### src/rtl/vga_frame_gen.sv
// VGA timing and pixel-stream generator.
// Colour/mode changes land only on frame boundaries.
module vga_frame_gen #(
  parameter int H_ACTIVE = 640,
  parameter int H_FP     = 16,
  parameter int H_SYNC_W = 96,
  parameter int H_BP     = 48,
  parameter int V_ACTIVE = 480,
  parameter int V_FP     = 10,
  parameter int V_SYNC_W = 2,
  parameter int V_BP     = 33
) (
  input  logic        VGA_CLK,
  input  logic        RST_N,
  input  logic [7:0]  color,
  input  logic [1:0]  mode,
  input  logic        upd,
  output logic        upd_ack,
  output logic        H_SYNC,
  output logic        V_SYNC,
  output logic        BLANK_N,
  output logic [7:0]  pixel,
  output logic [10:0] x,
  output logic [9:0]  y,
  output logic        frame_start
);

  localparam int H_TOTAL =
    H_ACTIVE + H_FP + H_SYNC_W + H_BP;
  localparam int V_TOTAL =
    V_ACTIVE + V_FP + V_SYNC_W + V_BP;

  localparam logic [10:0] H_ACT =
    11'(H_ACTIVE);
  localparam logic [10:0] H_SS =
    11'(H_ACTIVE + H_FP);
  localparam logic [10:0] H_SE =
    11'(H_ACTIVE + H_FP + H_SYNC_W);
  localparam logic [10:0] H_LAST =
    11'(H_TOTAL - 1);

  localparam logic [9:0] V_ACT =
    10'(V_ACTIVE);
  localparam logic [9:0] V_SS =
    10'(V_ACTIVE + V_FP);
  localparam logic [9:0] V_SE =
    10'(V_ACTIVE + V_FP + V_SYNC_W);
  localparam logic [9:0] V_LAST =
    10'(V_TOTAL - 1);

  // raster counters
  logic [10:0] h_cnt_q, h_cnt_d;
  logic [9:0]  v_cnt_q, v_cnt_d;
  logic        h_wrap, v_wrap, boundary;

  // colour handshake and frame-latched state
  logic        upd_q;
  logic        tog;
  logic        pend_q, pend_d;
  logic [7:0]  pend_col_q, pend_col_d;
  logic [7:0]  act_col_q, act_col_d;
  logic [1:0]  act_mode_q, act_mode_d;
  logic        apply_q, apply_d;
  logic        ack_q, ack_d;

  // decoded raster position
  logic        act;
  logic        hs_n, vs_n, fs;
  logic [10:0] x_d;
  logic [9:0]  y_d;
  logic        is_ramp, is_chk;
  logic [7:0]  pat;
  logic [7:0]  pix_d;

  assign h_wrap   = (h_cnt_q == H_LAST);
  assign v_wrap   = (v_cnt_q == V_LAST);
  assign boundary = h_wrap & v_wrap;
  assign tog      = upd ^ upd_q;

  // next raster position
  always_comb begin
    h_cnt_d = h_cnt_q + 11'd1;
    v_cnt_d = v_cnt_q;
    if (h_wrap) begin
      h_cnt_d = '0;
      v_cnt_d = v_wrap ? '0 : v_cnt_q + 10'd1;
    end
  end

  // raster counter registers
  always_ff @(posedge VGA_CLK or negedge RST_N) begin
    if (!RST_N) begin
      h_cnt_q <= '0;
      v_cnt_q <= '0;
    end else begin
      h_cnt_q <= h_cnt_d;
      v_cnt_q <= v_cnt_d;
    end
  end

  // pending capture and boundary hand-over
  always_comb begin
    pend_d     = pend_q;
    pend_col_d = pend_col_q;
    act_col_d  = act_col_q;
    act_mode_d = act_mode_q;
    apply_d    = 1'b0;
    if (boundary) begin
      act_mode_d = mode;
      apply_d    = pend_q;
      pend_d     = 1'b0;
      if (pend_q) begin
        act_col_d = pend_col_q;
      end
    end
    // a toggle in the wrap cycle waits a frame
    if (tog) begin
      pend_d     = 1'b1;
      pend_col_d = color;
    end
  end

  // ack toggles alongside the first pixel using it
  always_comb begin
    ack_d = ack_q ^ apply_q;
  end

  // handshake and frame-latched registers
  always_ff @(posedge VGA_CLK or negedge RST_N) begin
    if (!RST_N) begin
      upd_q      <= 1'b0;
      pend_q     <= 1'b0;
      pend_col_q <= '0;
      act_col_q  <= '0;
      act_mode_q <= '0;
      apply_q    <= 1'b0;
      ack_q      <= 1'b0;
    end else begin
      upd_q      <= upd;
      pend_q     <= pend_d;
      pend_col_q <= pend_col_d;
      act_col_q  <= act_col_d;
      act_mode_q <= act_mode_d;
      apply_q    <= apply_d;
      ack_q      <= ack_d;
    end
  end

  // timing decode from current counters
  always_comb begin
    act  = (h_cnt_q < H_ACT) &&
           (v_cnt_q < V_ACT);
    hs_n = !((h_cnt_q >= H_SS) &&
             (h_cnt_q < H_SE));
    vs_n = !((v_cnt_q >= V_SS) &&
             (v_cnt_q < V_SE));
    fs   = (h_cnt_q == '0) &&
           (v_cnt_q == '0);
    x_d  = act ? h_cnt_q : '0;
    y_d  = act ? v_cnt_q : '0;
  end

  // pattern generator
  always_comb begin
    is_ramp = (act_mode_q == 2'd1);
    is_chk  = (act_mode_q == 2'd2);
    pat     = act_col_q;
    unique case (1'b1)
      is_ramp: pat = act_col_q + x_d[7:0];
      is_chk:  pat = (x_d[3] ^ y_d[3]) ?
                     ~act_col_q : act_col_q;
      default: pat = act_col_q;
    endcase
    pix_d = act ? pat : 8'h00;
  end

  // aligned output registers
  always_ff @(posedge VGA_CLK or negedge RST_N) begin
    if (!RST_N) begin
      H_SYNC      <= 1'b1;
      V_SYNC      <= 1'b1;
      BLANK_N     <= 1'b0;
      pixel       <= '0;
      x           <= '0;
      y           <= '0;
      frame_start <= 1'b0;
    end else begin
      H_SYNC      <= hs_n;
      V_SYNC      <= vs_n;
      BLANK_N     <= act;
      pixel       <= pix_d;
      x           <= x_d;
      y           <= y_d;
      frame_start <= fs;
    end
  end

  assign upd_ack = ack_q;

endmodule

### config.mk
export PLATFORM = sky130hd
export DESIGN_NAME = vga_frame_gen
export DESIGN_NICKNAME = d
export VERILOG_FILES = /design/src/rtl/vga_frame_gen.sv
export SDC_FILE = /design/constraint.sdc
export NUM_CORES = 1
export LEC_CHECK = 0
export CAP_MARGIN = 20
export CORE_MARGIN = 3
export CORE_UTILIZATION = 45
export DETAILED_ROUTE_END_ITERATION = 16
export GPL_TIMING_DRIVEN = 0
export PLACE_DENSITY = 0.74
export SYNTH_ARGS = -nofsm -noshare
export SYNTH_HDL_FRONTEND = slang
export SYNTH_SLANG_ARGS = --single-unit
### constraint.sdc
create_clock -name VGA_CLK -period 4.2 [get_ports VGA_CLK]
set_input_delay 0.63 -clock VGA_CLK [delete_from_list [all_inputs] [get_ports VGA_CLK]]
set_output_delay 0.63 -clock VGA_CLK [all_outputs]
set_load 0.02 [all_outputs]
==> results of run 1 <==
==> cells in the final DEF (no fill, tap or decap), types with 7 or more instances in the layout <==
| cell | instances |
|---|---|
| sky130_fd_sc_hd__mux2_2 | 17 |
| sky130_fd_sc_hd__xnor2_1 | 10 |
| sky130_fd_sc_hd__o21ai_0 | 13 |
| sky130_fd_sc_hd__ha_1 | 12 |
| sky130_fd_sc_hd__and2_1 | 14 |
| sky130_fd_sc_hd__clkbuf_8 | 12 |
| sky130_fd_sc_hd__inv_1 | 13 |
| sky130_fd_sc_hd__clkbuf_1 | 10 |
| sky130_fd_sc_hd__dfrtp_1 | 74 |
| sky130_fd_sc_hd__nand3_1 | 16 |
| sky130_fd_sc_hd__clkdlybuf4s50_1 | 45 |
| sky130_fd_sc_hd__nor2_1 | 28 |
| sky130_fd_sc_hd__nand4_1 | 7 |
| sky130_fd_sc_hd__xor2_1 | 14 |
| sky130_fd_sc_hd__nand2_1 | 21 |
==> state kept, by name, summed over array words and instances, names as in the netlist, 2 cells and up <==
signal and count:
h_cnt_q 11, x 11, v_cnt_q 10, y 10
act_col_q 8, pend_col_q 8, pixel 8, act_mode_q 2
==> final cells by class <==
class / count / area, µm² / area share, %
sequential: 76 / 1900 / 43.8
multi-input combinational: 213 / 1510 / 34.7
timing repair buffer: 46 / 458 / 10.5
clock buffer: 12 / 165 / 3.80
tap: 99 / 124 / 2.85
clock inverter: 4 / 70.1 / 1.61
buffer: 15 / 67.6 / 1.55
inverter: 13 / 48.8 / 1.12
==> where the power goes <==
part | switching [mW] | internal (mW)
registers | 0.00596 | 0.744
logic | 0.0225 | 0.0227
clock network | 0.261 | 0.381
==> per-layer routing <==
layer | routed length, µm | track usage [%]
met5 | 0 | 0
met1 | 3250 | 23.8
met2 | 3290 | 25.4
met4 | 132 | 7.93
met3 | 285 | 3.67
==> stage by stage <==
stage | hold slack (ps) | cell area (µm²)
3_5_place_dp | 437 | 4110
5_1_grt | 487 | 4350
3_3_place_gp | 429 | 4110
2_1_floorplan | 334 | 3530
6_report | 415 | 4350
4_1_cts | 447 | 4350
==> worst paths after layout <==
path	start	end	slack [ps]	depth (start not counted)
max	h_cnt_q[8]$_DFF_PN0_	pixel[5]$_DFF_PN0_	660	12
min reg2reg	apply_q$_DFF_PN0_	upd_ack$_DFF_PN0_	440	1
max in group asynchronous	RST_N	y[3]$_DFF_PN0_	3190	1
min in group VGA_CLK	apply_q$_DFF_PN0_	upd_ack$_DFF_PN0_	440	1
min	RST_N	upd_q$_DFF_PN0_	410	1
max reg2reg	h_cnt_q[8]$_DFF_PN0_	pixel[5]$_DFF_PN0_	660	12
==> logic make-up after synthesis <==
group	after synthesis	share of synthesized area (%)
AOI/OAI and AO/OA	38	7.63
xor gates and xnor gates	24	5.96
adders and majority gates	14	5.11
buffers and inverters	28	3.30
DFF	76	54.0
muxes	18	5.71
other	1	0.106
and+or+nand+nor	117	18.2
==> flow_summary.yaml, run 1 <==
floorplan:
  io-pin-count: 47
  rows: 31
  die_area_um2: 8930
  floorplan.die.height_um: 94.5
  design.core.area_um2: 7410
  initial_core_util_pct: 47.6
  die_width_um: 94.5
synth:
  synth_largest_area_cell: "sky130_fd_sc_hd__dfrtp_1"
  synth.top_cell.area_share_pct: 52.5
  ys_ff_latch: 76
  ys_top_cells_by_area: "sky130_fd_sc_hd__dfrtp_1, sky130_fd_sc_hd__mux2_2, sky130_fd_sc_hd__ha_1"
  synthesis.area_per_instance_um2: 11.2
  synth.most_common_cell: "sky130_fd_sc_hd__dfrtp_1"
  post_synth_most_frequent_cells: "sky130_fd_sc_hd__dfrtp_1, sky130_fd_sc_hd__nor2_1, sky130_fd_sc_hd__nand2_1"
  synthArstFlopShare_pct: 100
  postSynthCellCount: 316
  total_number_of_yosys_warnings: 0
  synth_sequential_area_ratio_pct: 54.0
  netlist-cell-type-count: 54
  postSynth.topFlopCell: "sky130_fd_sc_hd__dfrtp_1"
  netlist_area_um2: 3530
  synth_enable_flop_cells: 0
clock_tree:
  cts-hold-fix-buffers: 0
  clock_sink_count: 76
  cts_tree: "done"
  clock-root-buffer: "sky130_fd_sc_hd__clkbuf_8"
  cts_resized: 0
  cts_made_buffers: 9
  cts_setup_buffers: 0
  cts_buffer_depth: 2
  clk_pin_slew_worst_paths_ps: 70
  worst_skew_pair.late_latency_ps: 350
  cts.htree.levels: 3
route:
  via_per_inst: 5.21
  detail_route.wirelength_um: 6960
  drt_pass1_iterations: 5
  detail_route.iter0.violations: 160
  wl_per_cell_um: 14.6
  ant_nets: 0
  drcViolationCount: 0
  vias: 2488
setup_path:
  timing.critical_path.mode_cell: "sky130_fd_sc_hd__clkbuf_1"
  timing_worst_setup_path_type: "reg -> reg"
  crit_fanout: 10
  endpoint_kind: "register"
  timing.critical_path.buf_inv: 3
  cpMaxStageDelayCell: "sky130_fd_sc_hd__o21ai_0"
  worst-endpoint-arrival_ps: 3790
  critical_path.cell_chain: "clkbuf_1 -> o21ai_0 -> nand3_1 -> inv_1 -> clkbuf_1 -> and2_1 -> ha_1 -> a21oi_1 -> a21boi_0 -> o211a_1 -> o21a_1 -> o32ai_1"
  cell_family_with_the_largest_share_of_critical_path_delay: "compound AO/OA/AOI/OAI gates"
  worst_setup_sp_type: "register"
  timing.critical_path.required_ps: 4450
  critical_path.max_stage_delay_ps: 400
outcome:
  outcome: "finished, final reports clean"
global_routing:
  first_global_vias: 2405
  grt_max_degree: 77
  grt_first_pass_wirelength_um: 11700
  initial_antenna_violation_count: 0
  grt.total_usage_pct: 17.0
  globalRoute.totalOverflow: 0
timing:
  clock-skew-final_ps: 7.25
  rsz_0062_raised_after_global_routing: "false"
  fmax_mhz: 283
  timing.final.crit_period_ps: 3540
  layout_setup_ws_ps: 660
  slew_margin_rel_pct: 37.0
  setup-violations-final: 0
  finalHoldViolCount: 0
  maxSlewViolCount: 0
  worst-slew-pin-transition_ps: 938
  setup-tns-final_ps: 0
  period_share_pct: 84.3
placement:
  portBuffers: 46
  placed_cells: 462
  hpwl_um: 4850
  detailedPlace.worstSlack_ps: 702
  place.gp.congestion: 0.789
power_and_ir_drop:
  leakagePower_nw: 2.00
  p_total_mw: 1.44
  max-vdd-ir-drop_uv: 180
  power_per_cell_area_nw_per_um2: 331
finish:
  drive_gt1_share_pct: 13.2
  end_of_flow_core_utilization_pct: 58.7
  num-nets-final: 400
  antennaDiodeCount: 0
  area.growth.synth_to_final_pct: 23.3
  filler_cell_count: 632
  instances_no_fill: 478
flow_run:
  maxCapViolations: 0
min_path:
  timing.hold.worst.class: "in -> async"
Power figures use the tool's default switching activity.
==> run 2, diff against run 1 <==
Clock period 4.2 ns to 3.6 ns, I/O delays scaled along.
==> run 2 against run 1 <==
Compared with the run above:
- total power up 16%
- sequential power up 17%
- die area unchanged
- worst hold slack worse by 91 ps
- non-clock buffer count down 1
- routed wire length down 0.96%
- first-iteration DRC count down 3.1%
- register-to-register slack worse by 340 ps
- via count up 0.24%
- maximum frequency up 8.1%
- sequential share of layout area about the same
==> flow_summary.yaml, run 2 (same netlist as run 1, synthesis figures left out) <==
outcome:
  outcome: "finished, final reports clean"
timing:
  period_share_pct: 91.0
  clock-skew-final_ps: 6.97
  timing.final.crit_period_ps: 3280
  setup-tns-final_ps: 0
  rsz_0062_raised_after_global_routing: "false"
  slew_margin_rel_pct: 37.8
  layout_setup_ws_ps: 325
  maxSlewViolCount: 0
  setup-violations-final: 0
  finalHoldViolCount: 0
  worst-slew-pin-transition_ps: 925
  fmax_mhz: 305
finish:
  most-common-layout-cells: "sky130_fd_sc_hd__dfrtp_1, sky130_fd_sc_hd__clkdlybuf4s50_1, sky130_fd_sc_hd__nor2_1"
  reg.largest.list: "h_cnt_q (11), x (11)"
  drive_gt1_share_pct: 13.8
  instances_no_fill: 477
  layout_commonest_cell: "sky130_fd_sc_hd__dfrtp_1"
  area.growth.synth_to_final_pct: 23.3
  antennaDiodeCount: 0
  num-nets-final: 399
  end_of_flow_core_utilization_pct: 58.7
power_and_ir_drop:
  leakagePower_nw: 2.00
  p_total_mw: 1.67
  max-vdd-ir-drop_uv: 210
  power_per_cell_area_nw_per_um2: 385
setup_path:
  reg2reg_setup_slack_ps: 320
  worst_r2r_startpoint: "h_cnt_q[8]$_DFF_PN0_"
  worstRegToRegCells: 11
  worst-endpoint-arrival_ps: 3520
  endpoint_kind: "register"
  timing_worst_setup_path_type: "reg -> reg"
  crit_fanout: 15
  reg2reg_capture_point: "pixel[5]$_DFF_PN0_"
  worst_setup_sp_type: "register"
  timing.critical_path.required_ps: 3850
floorplan:
  io-pin-count: 47
  rows: 31
  die_width_um: 94.5
  initial_core_util_pct: 47.6
  die_area_um2: 8930
  floorplan.die.height_um: 94.5
  design.core.area_um2: 7410
clock_tree:
  cts_buffer_depth: 2
  cts-hold-fix-buffers: 0
  cts.htree.levels: 3
  clock_sink_count: 76
  cts_made_buffers: 9
  clock-root-buffer: "sky130_fd_sc_hd__clkbuf_8"
  clk_pin_slew_worst_paths_ps: 70
  cts_tree: "done"
  worst_skew_pair.late_latency_ps: 350
route:
  wl_per_cell_um: 14.4
  ant_nets: 0
  drt_pass1_iterations: 6
  drcViolationCount: 0
  detail_route.wirelength_um: 6890
  via_per_inst: 5.23
  vias: 2494
  detail_route.iter0.violations: 155
global_routing:
  first_global_vias: 2405
  globalRoute.totalOverflow: 0
  grt.total_usage_pct: 16.9
  grt_first_pass_wirelength_um: 11700
  grt_max_degree: 77
  initial_antenna_violation_count: 0
placement:
  portBuffers: 46
  placed_cells: 462
  place.gp.congestion: 0.789
  detailedPlace.worstSlack_ps: 102
  hpwl_um: 4850
flow_run:
  maxCapViolations: 0
min_path:
  timing.hold.worst.class: "in -> async"
run 2: cell count changes in the layout (fill, tap and decap cells not counted), sizes merged:
| cell | change |
|---|---|
| clkinvlp | +1 |
| inv | -1 |
| clkbuf | -1 |
run 2: final cells by class:
type | count | area [µm²]
Tap cell | 99 | 124
Multi-Input combinational cell | 213 | 1510
Fill cell | 631 | 3060
Inverter | 13 | 52.6
Clock inverter | 4 | 70.1
Clock buffer | 12 | 165
Buffer | 14 | 65.1
Sequential cell | 76 | 1900
Timing Repair Buffer | 46 | 458
run 2: metal layers:
metal	vias to the layer above	global-route usage, %	part of all wire (%)
met5	-	0	0
li1	1204	-	-
met2	75	25.6	47
met3	11	2.71	4.9
met4	0	8.29	2.2
met1	1204	23.8	46
run 2: critical path, cell delays in order, from the launching register on:
cell                         delay [ps]
sky130_fd_sc_hd__dfrtp_1            320
sky130_fd_sc_hd__clkbuf_1           280
sky130_fd_sc_hd__o21ai_0            240
sky130_fd_sc_hd__nand3_1            310
sky130_fd_sc_hd__clkinvlp_4         320
sky130_fd_sc_hd__and2_1             280
sky130_fd_sc_hd__ha_1               340
sky130_fd_sc_hd__a21oi_1            220
sky130_fd_sc_hd__a21boi_0           190
sky130_fd_sc_hd__o211a_1            270
sky130_fd_sc_hd__o21a_1             170
sky130_fd_sc_hd__o32ai_1            220
run 2: per-stage QoR:
step                hold WS [ps]  instance area, µm²
floorplan                    244                3530
global placement             429                4110
detailed placement           437                4110
CTS                          357                4350
global route                 406                4350
finish                       324                4350
run 2: power by group:
part / leakage, nW / internal [mW] / switching (mW)
combinational: 0.895 / 0.0265 / 0.0263
sequential: 0.985 / 0.869 / 0.00697
clock: 0.122 / 0.445 / 0.302
total: 2.00 / 1.34 / 0.335
run 2: worst max-delay path by stage:
stage,from,to,depth (start not counted)
CTS,h_cnt_q[8]$_DFF_PN0_,pixel[5]$_DFF_PN0_,12
global placement,RST_N,x[9]$_DFF_PN0_,1
global route,h_cnt_q[8]$_DFF_PN0_,pixel[5]$_DFF_PN0_,11
finish,h_cnt_q[8]$_DFF_PN0_,pixel[5]$_DFF_PN0_,11
detailed placement,h_cnt_q[8]$_DFF_PN0_,pixel[5]$_DFF_PN0_,12
floorplan,h_cnt_q[8]$_DFF_PN0_,pixel[7]$_DFF_PN0_,12
run 2: what timing repair did:
item,4_1_cts,5_1_grt
buffers inserted,0,0
resized for setup,0,3
setup endpoints to repair,0,5
